==> src/rtl/dt_bin_pack.sv <==
// dt_bin_pack: reads a 128x128 distance map from the result RAM in raster
// order, thresholds each pixel (res_di > thr) and packs the bits into 16-bit
// words written to a 1024x16 binary image RAM. Pixel col[3:0] selects the bit
// position inside a word.
// Optional statistics (object-pixel count, maximum distance) are built only
// when the macro DTBP_STAT_EN is defined; otherwise both outputs are tied to 0.
module dt_bin_pack #(
  parameter int DIST_W = 8
) (
  input  logic              clk,
  input  logic              reset,
  input  logic              start,
  input  logic [DIST_W-1:0] thr,
  output logic              res_rd,
  output logic [13:0]       res_addr,
  input  logic [DIST_W-1:0] res_di,
  output logic              sti_wr,
  output logic [9:0]        sti_addr,
  output logic [15:0]       sti_do,
  output logic              done,
  output logic [14:0]       obj_cnt,
  output logic [DIST_W-1:0] max_dist
);

  typedef enum logic [1:0] {
    S_IDLE,
    S_RUN,
    S_DRAIN,
    S_DONE
  } state_t;

  state_t            r_state;
  logic [DIST_W-1:0] r_thr;
  logic              r_rd;
  logic [13:0]       r_addr;
  logic              r_drain;
  logic              r_done;

  // Pipeline: data for the address issued one cycle earlier
  logic              r_vld;
  logic [13:0]       r_daddr;

  logic [15:0]       r_shreg;
  logic              r_sti_wr;
  logic [9:0]        r_sti_addr;
  logic [15:0]       r_sti_do;

  logic              w_accept;
  logic              w_bit;
  logic [15:0]       w_shnext;

  // start only counts while the engine is parked
  assign w_accept = start && ((r_state == S_IDLE) || (r_state == S_DONE));
  assign w_bit    = (res_di > r_thr);
  assign w_shnext = {w_bit, r_shreg[15:1]};

  // Control FSM: address generation, drain timing and the done flag
  // NOTE: reset sits in the sensitivity list because it is asynchronous; all
  // state updates use non-blocking assignments so every register samples
  // pre-edge values.
  always_ff @(posedge clk or posedge reset) begin
    if (reset) begin
      r_state <= S_IDLE;
      r_thr   <= '0;
      r_rd    <= 1'b0;
      r_addr  <= '0;
      r_drain <= 1'b0;
      r_done  <= 1'b0;
    end else begin
      case (r_state)
        S_IDLE, S_DONE: begin
          if (w_accept) begin
            r_state <= S_RUN;
            r_thr   <= thr;
            r_rd    <= 1'b1;
            r_addr  <= '0;
            r_done  <= 1'b0;
          end
        end
        S_RUN: begin
          if (r_addr == 14'h3FFF) begin
            r_state <= S_DRAIN;
            r_rd    <= 1'b0;
            r_drain <= 1'b0;
          end else begin
            r_addr <= r_addr + 14'd1;
          end
        end
        S_DRAIN: begin
          if (r_drain) begin
            r_state <= S_DONE;
            r_done  <= 1'b1;
          end else begin
            r_drain <= 1'b1;
          end
        end
        default: r_state <= S_IDLE;
      endcase
    end
  end

  // Valid bit and delayed address follow the one-cycle RAM read latency
  always_ff @(posedge clk or posedge reset) begin
    if (reset) begin
      r_vld   <= 1'b0;
      r_daddr <= '0;
    end else begin
      r_vld   <= r_rd;
      r_daddr <= r_addr;
    end
  end

  // Shift pixel bits in at bit 15; emit a word after column LSBs reach 15
  always_ff @(posedge clk or posedge reset) begin
    if (reset) begin
      r_shreg    <= '0;
      r_sti_wr   <= 1'b0;
      r_sti_addr <= '0;
      r_sti_do   <= '0;
    end else begin
      r_sti_wr <= 1'b0;
      if (w_accept) begin
        r_shreg <= '0;
      end else if (r_vld) begin
        r_shreg <= w_shnext;
        if (r_daddr[3:0] == 4'hF) begin
          r_sti_wr   <= 1'b1;
          r_sti_addr <= r_daddr[13:4];
          r_sti_do   <= w_shnext;
        end
      end
    end
  end

`ifdef DTBP_STAT_EN
  logic [14:0]       r_obj_cnt;
  logic [DIST_W-1:0] r_max_dist;

  // Per-pass statistics over every valid pixel; cleared on an accepted start
  always_ff @(posedge clk or posedge reset) begin
    if (reset) begin
      r_obj_cnt  <= '0;
      r_max_dist <= '0;
    end else if (w_accept) begin
      r_obj_cnt  <= '0;
      r_max_dist <= '0;
    end else if (r_vld) begin
      if (w_bit) begin
        r_obj_cnt <= r_obj_cnt + 15'd1;
      end
      if (res_di > r_max_dist) begin
        r_max_dist <= res_di;
      end
    end
  end

  assign obj_cnt  = r_obj_cnt;
  assign max_dist = r_max_dist;
`else
  assign obj_cnt  = '0;
  assign max_dist = '0;
`endif

  assign res_rd   = r_rd;
  assign res_addr = r_addr;
  assign sti_wr   = r_sti_wr;
  assign sti_addr = r_sti_addr;
  assign sti_do   = r_sti_do;
  assign done     = r_done;

endmodule

==> config.mk <==
export PLATFORM = sky130hd
export DESIGN_NAME = dt_bin_pack
export DESIGN_NICKNAME = d
export VERILOG_FILES = /design/src/rtl/dt_bin_pack.sv
export SDC_FILE = /design/constraint.sdc
export NUM_CORES = 1
export LEC_CHECK = 0
export CORE_MARGIN = 2
export CORE_UTILIZATION = 50
export DETAILED_ROUTE_END_ITERATION = 10
export PLACE_DENSITY = 0.81
export SYNTH_ARGS = -nofsm -noshare
export SYNTH_HDL_FRONTEND = slang
export SYNTH_SLANG_ARGS = --single-unit
==> constraint.sdc <==
create_clock -name clk -period 3.8 [get_ports clk]
set_input_delay 0.76 -clock clk [delete_from_list [all_inputs] [get_ports clk]]
set_output_delay 0.76 -clock clk [all_outputs]
set_load 0.1 [all_outputs]
# After elaboration in Yosys (flattened, before gate mapping)
# Index checks and enable logic that the tools add are counted.
[totals]
n_memories = 0
mem_bits_rw = 0
input_bits = 19
latchBits = 0
rom_bits = 0
word_cells = 58
reg_bits = 85
[op_classes]
addsub = 1
n_reduce_logical = 15
bitwise_logic = 1
n_div = 0
mul = 0
eq_ne = 9
order_cmp = 1
n_mux = 19
shifts = 0
[op_table]
columns = ["cell", "n"]
rows = [
  ["two-way mux 16 bit", 2],
  ["two-way mux 14 bit", 2],
  ["one-hot mux 14 bit (2 select lines)", 1],
  ["AND reduction 3 bit", 5],
  ["adder 14 x 1 -> 14 bit (second input constant)", 1],
  ["== test 14 bit (second input constant)", 1],
  ["greater-than comparator 8 bit", 1],
  ["inequality test 2 bit (second input constant)", 4],
  ["nonzero test 2 bit", 4],
  ["two-way mux 1 bit", 7],
  ["two-way mux 2 bit", 3],
  ["one-hot mux 1 bit (2 select lines)", 3],
  ["one-hot mux 2 bit (3 select lines)", 1],
  ["== test 2 bit (second input constant)", 2],
  ["== test 4 bit (second input constant)", 1],
  ["AND reduction 2 bit", 2],
  ["== test 2 x 1 -> 1 bit (second input constant)", 1],
  ["logical NOT 2 bit", 1],
  ["OR reduction 2 bit", 1],
  ["logical AND 1 bit", 1],
  ["logical OR 1 bit", 1],
  ["NOT 1 bit", 1],
]

# Logic depth before layout (Yosys ltp)
# Gate-level depths: netlist of run 1.
[logic_depth]
word_depth = 5
ltp_mapped = 7
depth_no_buf = 7

# Worst setup path before layout of run 1
# OpenSTA, ideal clock, no wires.
[synth_timing]
path_type = "flip-flop to flip-flop"
startpoint = "register r_addr[0], in the netlist res_addr[0]"
endpoint = "register r_addr[5], in the netlist res_addr[5]"
setup_ns = 0.124
slack_ns = 1.199
path_stages_with_launch = 8
arrival_time_ns = 2.478
cell_sequence = "dfrtp_1 ha_1 nand3_2 o41ai_4 or2_1 buf_4 o21ai_1 a22o_1"
[synth_via]
elab_chain_len = 3
[synth_lines]
columns = ["item", "line_no", "source"]
rows = [
  ["start: declaration", "35", "logic [13:0] r_addr;"],
  ["start signal: assignment", "86", "r_addr <= r_addr + 14'd1;"],
  ["adder 14 x 1 -> 14 bit / == test 14 bit (equally long branches)", "86, 81", ""],
  ["two-way mux 14 bit / inequality test 2 bit (equally long branches)", "-", ""],
  ["one-hot mux 14 bit (2 select lines) / AND reduction 3 bit (equally long branches)", "-", ""],
]
# Parallel ways exist; a longest one is shown, timed or not. The select of a mux whose other input is x is not followed.
# A chain may end at the register's enable or synchronous reset.

# Worst setup path in the final report of run 1
[layout_timing]
startpoint = "register r_addr[2], in the netlist res_addr[2]"
endpoint = "output port res_addr[2]"
[layout_lines]
columns = ["item", "line_no", "source"]
rows = [
  ["end: declaration", "15", "output logic [13:0] res_addr,"],
]
# No word-level cell between the ends.

==> flow_summary.toml, run 1 <==
[clocking]
ctsHtreeMaxLevel = 3
cts_buffers = 9
clockRootBuffer = "clkbuf_8"
post_cts_resized = 0
cts_setup_buffers = 0
cts_hold_buf = 0
clk_path_buf_depth = 2
cts.sinks = 84
cts_tree = "done"
clock_latency_ns = 0.35
clk_pin_slew_ns = 0.08

[detailed_routing]
drtIter0Drc = 130
drc_errors = 0
viasPerCell = 5.22
avgRoutedWirePerCell_um = 14.4
routed_wl_mm = 7.16
antenna_left = 0
firstDrtPassIters = 4
vias = 2602

[layout]
seq_area_um2 = 2100
area_delta_synth_final_pct = 21.3
multi_input_area_um2 = 1450
finalNetCount = 425
nFillCells = 604
drive_gt1_share_pct = 6.27
antenna_cells = 0

[logic_synthesis]
synth_area_leader_cell = "dfrtp_1"
yosysUniqueCellTypes = 41
async_reset_ff_share_pct = 100
synth-compound-area-share_pct = 9.28
ys_seq_elements = 84
yosysWarningCount = 0
synthSimpleGateAreaFrac_pct = 11.2
synth_top_family_by_area = "multiplexers"
syn-cell-area_um2 = 3770
synthDominantCellAreaShare_pct = 55.7
synth-edff-count = 0
ys_seq_area_share_pct = 55.7
muxShareOfSynthArea_pct = 11.7
synthXorXnorAreaFrac_pct = 0
synth_area_leaders = "dfrtp_1 (56%), mux2_1 (7.5%), buf_4 (5.0%), mux2i_1 (4.2%), ha_1 (4.0%)"
ys.flop_type = "dfrtp_1"
synth_area_per_cell_um2 = 11.5
synth_fa_ha_area_share_pct = 3.98
synthCells = 329

[pwr]
combinationalPowerShare_pct = 36.1
p_sw_share_pct = 41.9
p_total_mw = 2.68
p_leak_nw = 2.26
clockPowerShare_pct = 21.2
power_density_nw_per_um2 = 585
ir_drop_v = 0.000358
p_seq_share_pct = 42.7
switchingPower_mw = 1.12
p_int_mw = 1.55

[placed_design]
dpl.hpwl_mm = 5.05
port_buffers = 61
place.gp.congestion = 0.848

[worst_setup_path]
cp-startpoint = "res_addr[2]"
end_kind = "output port"
crit_type = "reg -> out"
r2r-start = "res_addr[0]"
critPathMaxStageDelay_ns = 1.22
endpoint = "res_addr[2]"
start_kind = "flop"
crit_family = "buffers and inverters"
crit_fanout = 11
crit_chain = "clkdlybuf4s50_1"
ff2ff_setup_slack_ns = 1.47
reg2reg_depth = 6
r2r-end = "res_addr[5]"
worst-path-buf-inv = 1
arrival_ns = 2.10
cp.depth = 1
cp_slowest_cell = "clkdlybuf4s50_1"
required_ns = 3.04

[global_route]
grt_max_degree = 49
grt_pass1_wl_mm = 12.5
grt_antenna_before_repair = 0
grt_overflow = 0
grt_pass1_vias = 2637
grt_usage_pct = 18.9

[sta]
period_share_pct = 75.2
worstMarginPinSlew_ns = 1.01
drv_slew = 0
rsz0062_at_grt = "no"
fmax_mhz = 350
finalSetupViolations = 0
slew_headroom_pct = 32.8
layout_min_cycle_time_ns = 2.86
clock_skew_ns = 0.00544
hold_violations = 0
fin_setup_tns_ns = 0

[min_path]
min_path_type = "reg -> reg"

[floorplan]
start_util_pct = 51.8
die_area_um2 = 8260
die_w_um = 90.9
ios = 85
num_rows = 31
core_area_um2 = 7290
die_y_um = 90.9

[flow_run]
maxCapViolCount = 0

[run_status]
status = "finished, final reports clean"
[cell families after synthesis]
family / Yosys count
other: 1
multiplexers: 41
flip-flops: 84
buffers and inverters: 55
adder cells (fa/ha/maj): 12
AO/OA/AOI/OAI: 57
AND/OR/NAND/NOR: 79
[Yosys cell counts (2+ instances only)]
cell and instances:
nand3_1 7, nor2_1 23, nand2_1 20, a22o_1 4
or3_1 4, o211ai_1 3, a21o_1 2, nand4_1 5
a31oi_1 2, o21ai_0 10, ha_1 12, o21ai_1 14
nor3_1 4, buf_1 2, clkbuf_1 3, a21oi_1 16
inv_1 22, nand2b_1 2, nand3b_1 2, mux2_1 25
buf_4 25, buf_2 3, nor4_1 2, dfrtp_1 84
mux2i_1 16, nor2b_1 2
[area by class of cell]
class                   count  area share, %
multi-input cells         212           31.7
repair buffers             65           14.0
clock inverters             6           1.04
clock buffers              10           2.79
flip-flops and latches     84           45.9
well taps                  99           2.71
inverters                  22           1.83
[flip-flops by register name, summed over array words and instances (netlist names), 2 cells and up]
register / flops
sti_do: 16
r_shreg: 15
r_daddr: 14
res_addr: 14
sti_addr: 10
r_thr: 8
r_state: 2
[routing by layer]
metal / track usage (%) / share of wire, % / vias up
met5: 0 / 0 / -
met4: 7.07 / 1.3 / 0
met3: 3.59 / 4.2 / 9
met2: 30.9 / 49 / 68
met1: 25.2 / 46 / 1301
li1: - / - / 1224
[power groups by stage]
| stage | clock, mW | combinational, mW | sequential (mW) |
|---|---|---|---|
| 6_report | 0.567 | 0.966 | 1.14 |
| 2_1_floorplan | 0 | 0.618 | 1.30 |
| 3_3_place_gp | 0 | 0.932 | 1.15 |
| 5_1_grt | 0.627 | 1.06 | 1.17 |
| 3_5_place_dp | 0 | 0.962 | 1.16 |
| 4_1_cts | 0.578 | 0.968 | 1.14 |
[through the flow]
stage / util, % / std cells / setup slack (ns) / hold slack, ns / cell area [µm²]
2_1_floorplan: - / 351 / 0.875 / 0.439 / 3860
3_3_place_gp: 60.3 / 482 / 1.26 / 0.407 / 4400
3_5_place_dp: 60.3 / 482 / 1.22 / 0.393 / 4400
4_1_cts: 62.7 / 498 / 0.940 / 0.417 / 4580
5_1_grt: 62.7 / 498 / 0.872 / 0.434 / 4580
6_report: 62.7 / 498 / 0.941 / 0.411 / 4580
[layout by cell type (no fill, tap or decap), types with 2 or more instances in the layout]
cell type / n
nor2_1: 23
a31oi_1: 2
or3_1: 4
inv_6: 2
nand3_1: 7
conb_1: 23
o21ai_1: 14
a21o_1: 2
ha_1: 12
nor3_1: 4
clkinvlp_4: 4
clkdlybuf4s50_1: 61
dfrtp_1: 84
a21oi_1: 16
nand2_1: 20
mux2i_1: 16
buf_4: 4
clkbuf_8: 9
inv_1: 21
nand4_1: 5
nor2b_1: 2
o211ai_1: 3
nor4_1: 2
mux2_1: 25
o21ai_0: 10
a22o_1: 4
nand2b_1: 2
nand3b_1: 2
[how the worst min path moves through the flow]
stage	from	slack, ns	cells after the start	to
after floorplan	r_daddr[4]	0.44	1	sti_addr[0]
after global placement	res_rd	0.41	0	r_vld
after detailed placement	res_rd	0.39	0	r_vld
after global routing	res_rd	0.43	0	r_vld
final	res_rd	0.41	0	r_vld
after CTS	res_rd	0.42	0	r_vld
Power figures use the tool's default switching activity.
==> run 2, diff against run 1 <==
==> constraint.sdc (replaced) <==
create_clock -name clk -period 3 [get_ports clk]
set_input_delay 0.6 -clock clk [delete_from_list [all_inputs] [get_ports clk]]
set_output_delay 0.6 -clock clk [all_outputs]
set_load 0.1 [all_outputs]
==> flow_summary.toml, run 2 (synthesis gave the netlist of run 1 again) <==
[run_status]
status = "finished, final reports clean"

[placed_design]
dpl.hpwl_mm = 4.68
port_buffers = 61
dpl_worst_slack_ns = 0.561
place_inst = 482
place.gp.congestion = 0.830

[clocking]
cts_hold_buf = 0
clockRootBuffer = "clkbuf_8"
post_cts_resized = 0
cts_setup_buffers = 0
clk_pin_slew_ns = 0.08
cts.sinks = 84
cts_tree = "done"
ctsHtreeMaxLevel = 3
clock_latency_ns = 0.36
clk_path_buf_depth = 2
cts_buffers = 9

[layout]
stdcell_count = 498
final_util_pct = 62.1
layout_common_cells = "dfrtp_1 (84), buf_4 (46), mux2_1 (25)"
area_delta_synth_final_pct = 20.0
final_common_cell = "dfrtp_1"
finalNetCount = 425
antenna_cells = 0
largest_reg_flops = 16
drive_gt1_share_pct = 17.0

[global_route]
grt_usage_pct = 17.8
grt_pass1_vias = 2447
grt_pass1_wl_mm = 11.7
grt_antenna_before_repair = 0
grt_overflow = 0
grt_max_degree = 85

[worst_setup_path]
crit_type = "reg -> reg"
required_ns = 3.27
start_kind = "flop"
crit_fanout = 15
end_kind = "flop"
arrival_ns = 2.55

[flow_run]
maxCapViolCount = 0

[pwr]
p_int_mw = 2.14
ir_drop_v = 0.000457
p_seq_share_pct = 40.9
switchingPower_mw = 1.39
combinationalPowerShare_pct = 33.8
p_sw_share_pct = 39.4
clockPowerShare_pct = 25.3
p_leak_nw = 2.39
power_density_nw_per_um2 = 781

[detailed_routing]
antenna_left = 0
drtIter0Drc = 104
vias = 2575
routed_wl_mm = 6.85
avgRoutedWirePerCell_um = 13.8
viasPerCell = 5.17
drc_errors = 0
firstDrtPassIters = 4

[floorplan]
die_y_um = 90.9
core_area_um2 = 7290
ios = 85
num_rows = 31
start_util_pct = 51.8
die_w_um = 90.9
die_area_um2 = 8260

[sta]
fmax_mhz = 440
fin_setup_tns_ns = 0
clock_skew_ns = 0.00648
drv_slew = 0
worstMarginPinSlew_ns = 0.671
finalSetupViolations = 0
layout_min_cycle_time_ns = 2.27
rsz0062_at_grt = "no"
period_share_pct = 75.7
slew_headroom_pct = 55.1
whs_ns = 0.430
worst_slack_ns = 0.728
hold_violations = 0

[min_path]
min_path_type = "reg -> reg"
[run 2: changes by cell type in the layout (fill, tap and decap cells not counted), sizes merged]
cell | previous run | this run
buf | 4 | 47
clkdlybuf4s50 | 61 | 18
clkinvlp | 4 | 0
bufinv | 0 | 2
clkinv | 1 | 3
clkbuf | 10 | 11
inv | 23 | 22
[run 2: layout make-up]
type,count,area (µm²)
fillers,591,2760
flip-flops and latches,84,2100
well taps,99,124
inverters,22,83.8
clock buffers,11,141
multi-input cells,212,1450
clock inverters,5,82.6
repair buffers,65,546
[run 2: critical path: stages, from the launching register on]
cell and delay, ns:
dfrtp_1 0.40, inv_1 0.08, ha_1 0.54, o41ai_4 0.22, nor2_1 0.56, a41oi_1 0.20
a31oi_1 0.18
[run 2: metrics by stage]
step / cell area, µm² / power (mW)
finish: 4530 / 3.54
global route: 4530 / 3.76
CTS: 4530 / 3.57
detailed placement: 4310 / 2.67
global placement: 4310 / 2.63
floorplan: 3860 / 2.43
[run 2: path summary, 6_finish.rpt]
path | start | end | slack, ns | depth (start not counted)
min in group asynchronous | reset | sti_addr[9] | 0.64 | 3
worst min-delay path | res_rd | r_vld | 0.43 | 0
worst max register to register | r_state[1] | res_addr[10] | 0.73 | 6
worst min register to register | res_rd | r_vld | 0.43 | 0
max in group asynchronous | reset | r_daddr[5] | 2.01 | 3
worst max-delay path | r_state[1] | res_addr[10] | 0.73 | 6
[run 2: power groups by stage]
| stage | Sequential [mW] | Clock (mW) | Combinational, mW |
|---|---|---|---|
| 6_report | 1.45 | 0.897 | 1.20 |
| 5_1_grt | 1.48 | 0.970 | 1.31 |
| 4_1_cts | 1.45 | 0.911 | 1.21 |
| 3_5_place_dp | 1.47 | 0 | 1.21 |
| 3_3_place_gp | 1.46 | 0 | 1.16 |
| 2_1_floorplan | 1.64 | 0 | 0.783 |
[run 2: layer usage]
layer / vias to the layer above / global-route usage, % / routed length [µm]
li1: 1230 / - / -
met1: 1265 / 23.7 / 3180
met2: 72 / 28.4 / 3280
met3: 8 / 5.09 / 305
met4: 0 / 5.81 / 87
met5: - / 0 / 0
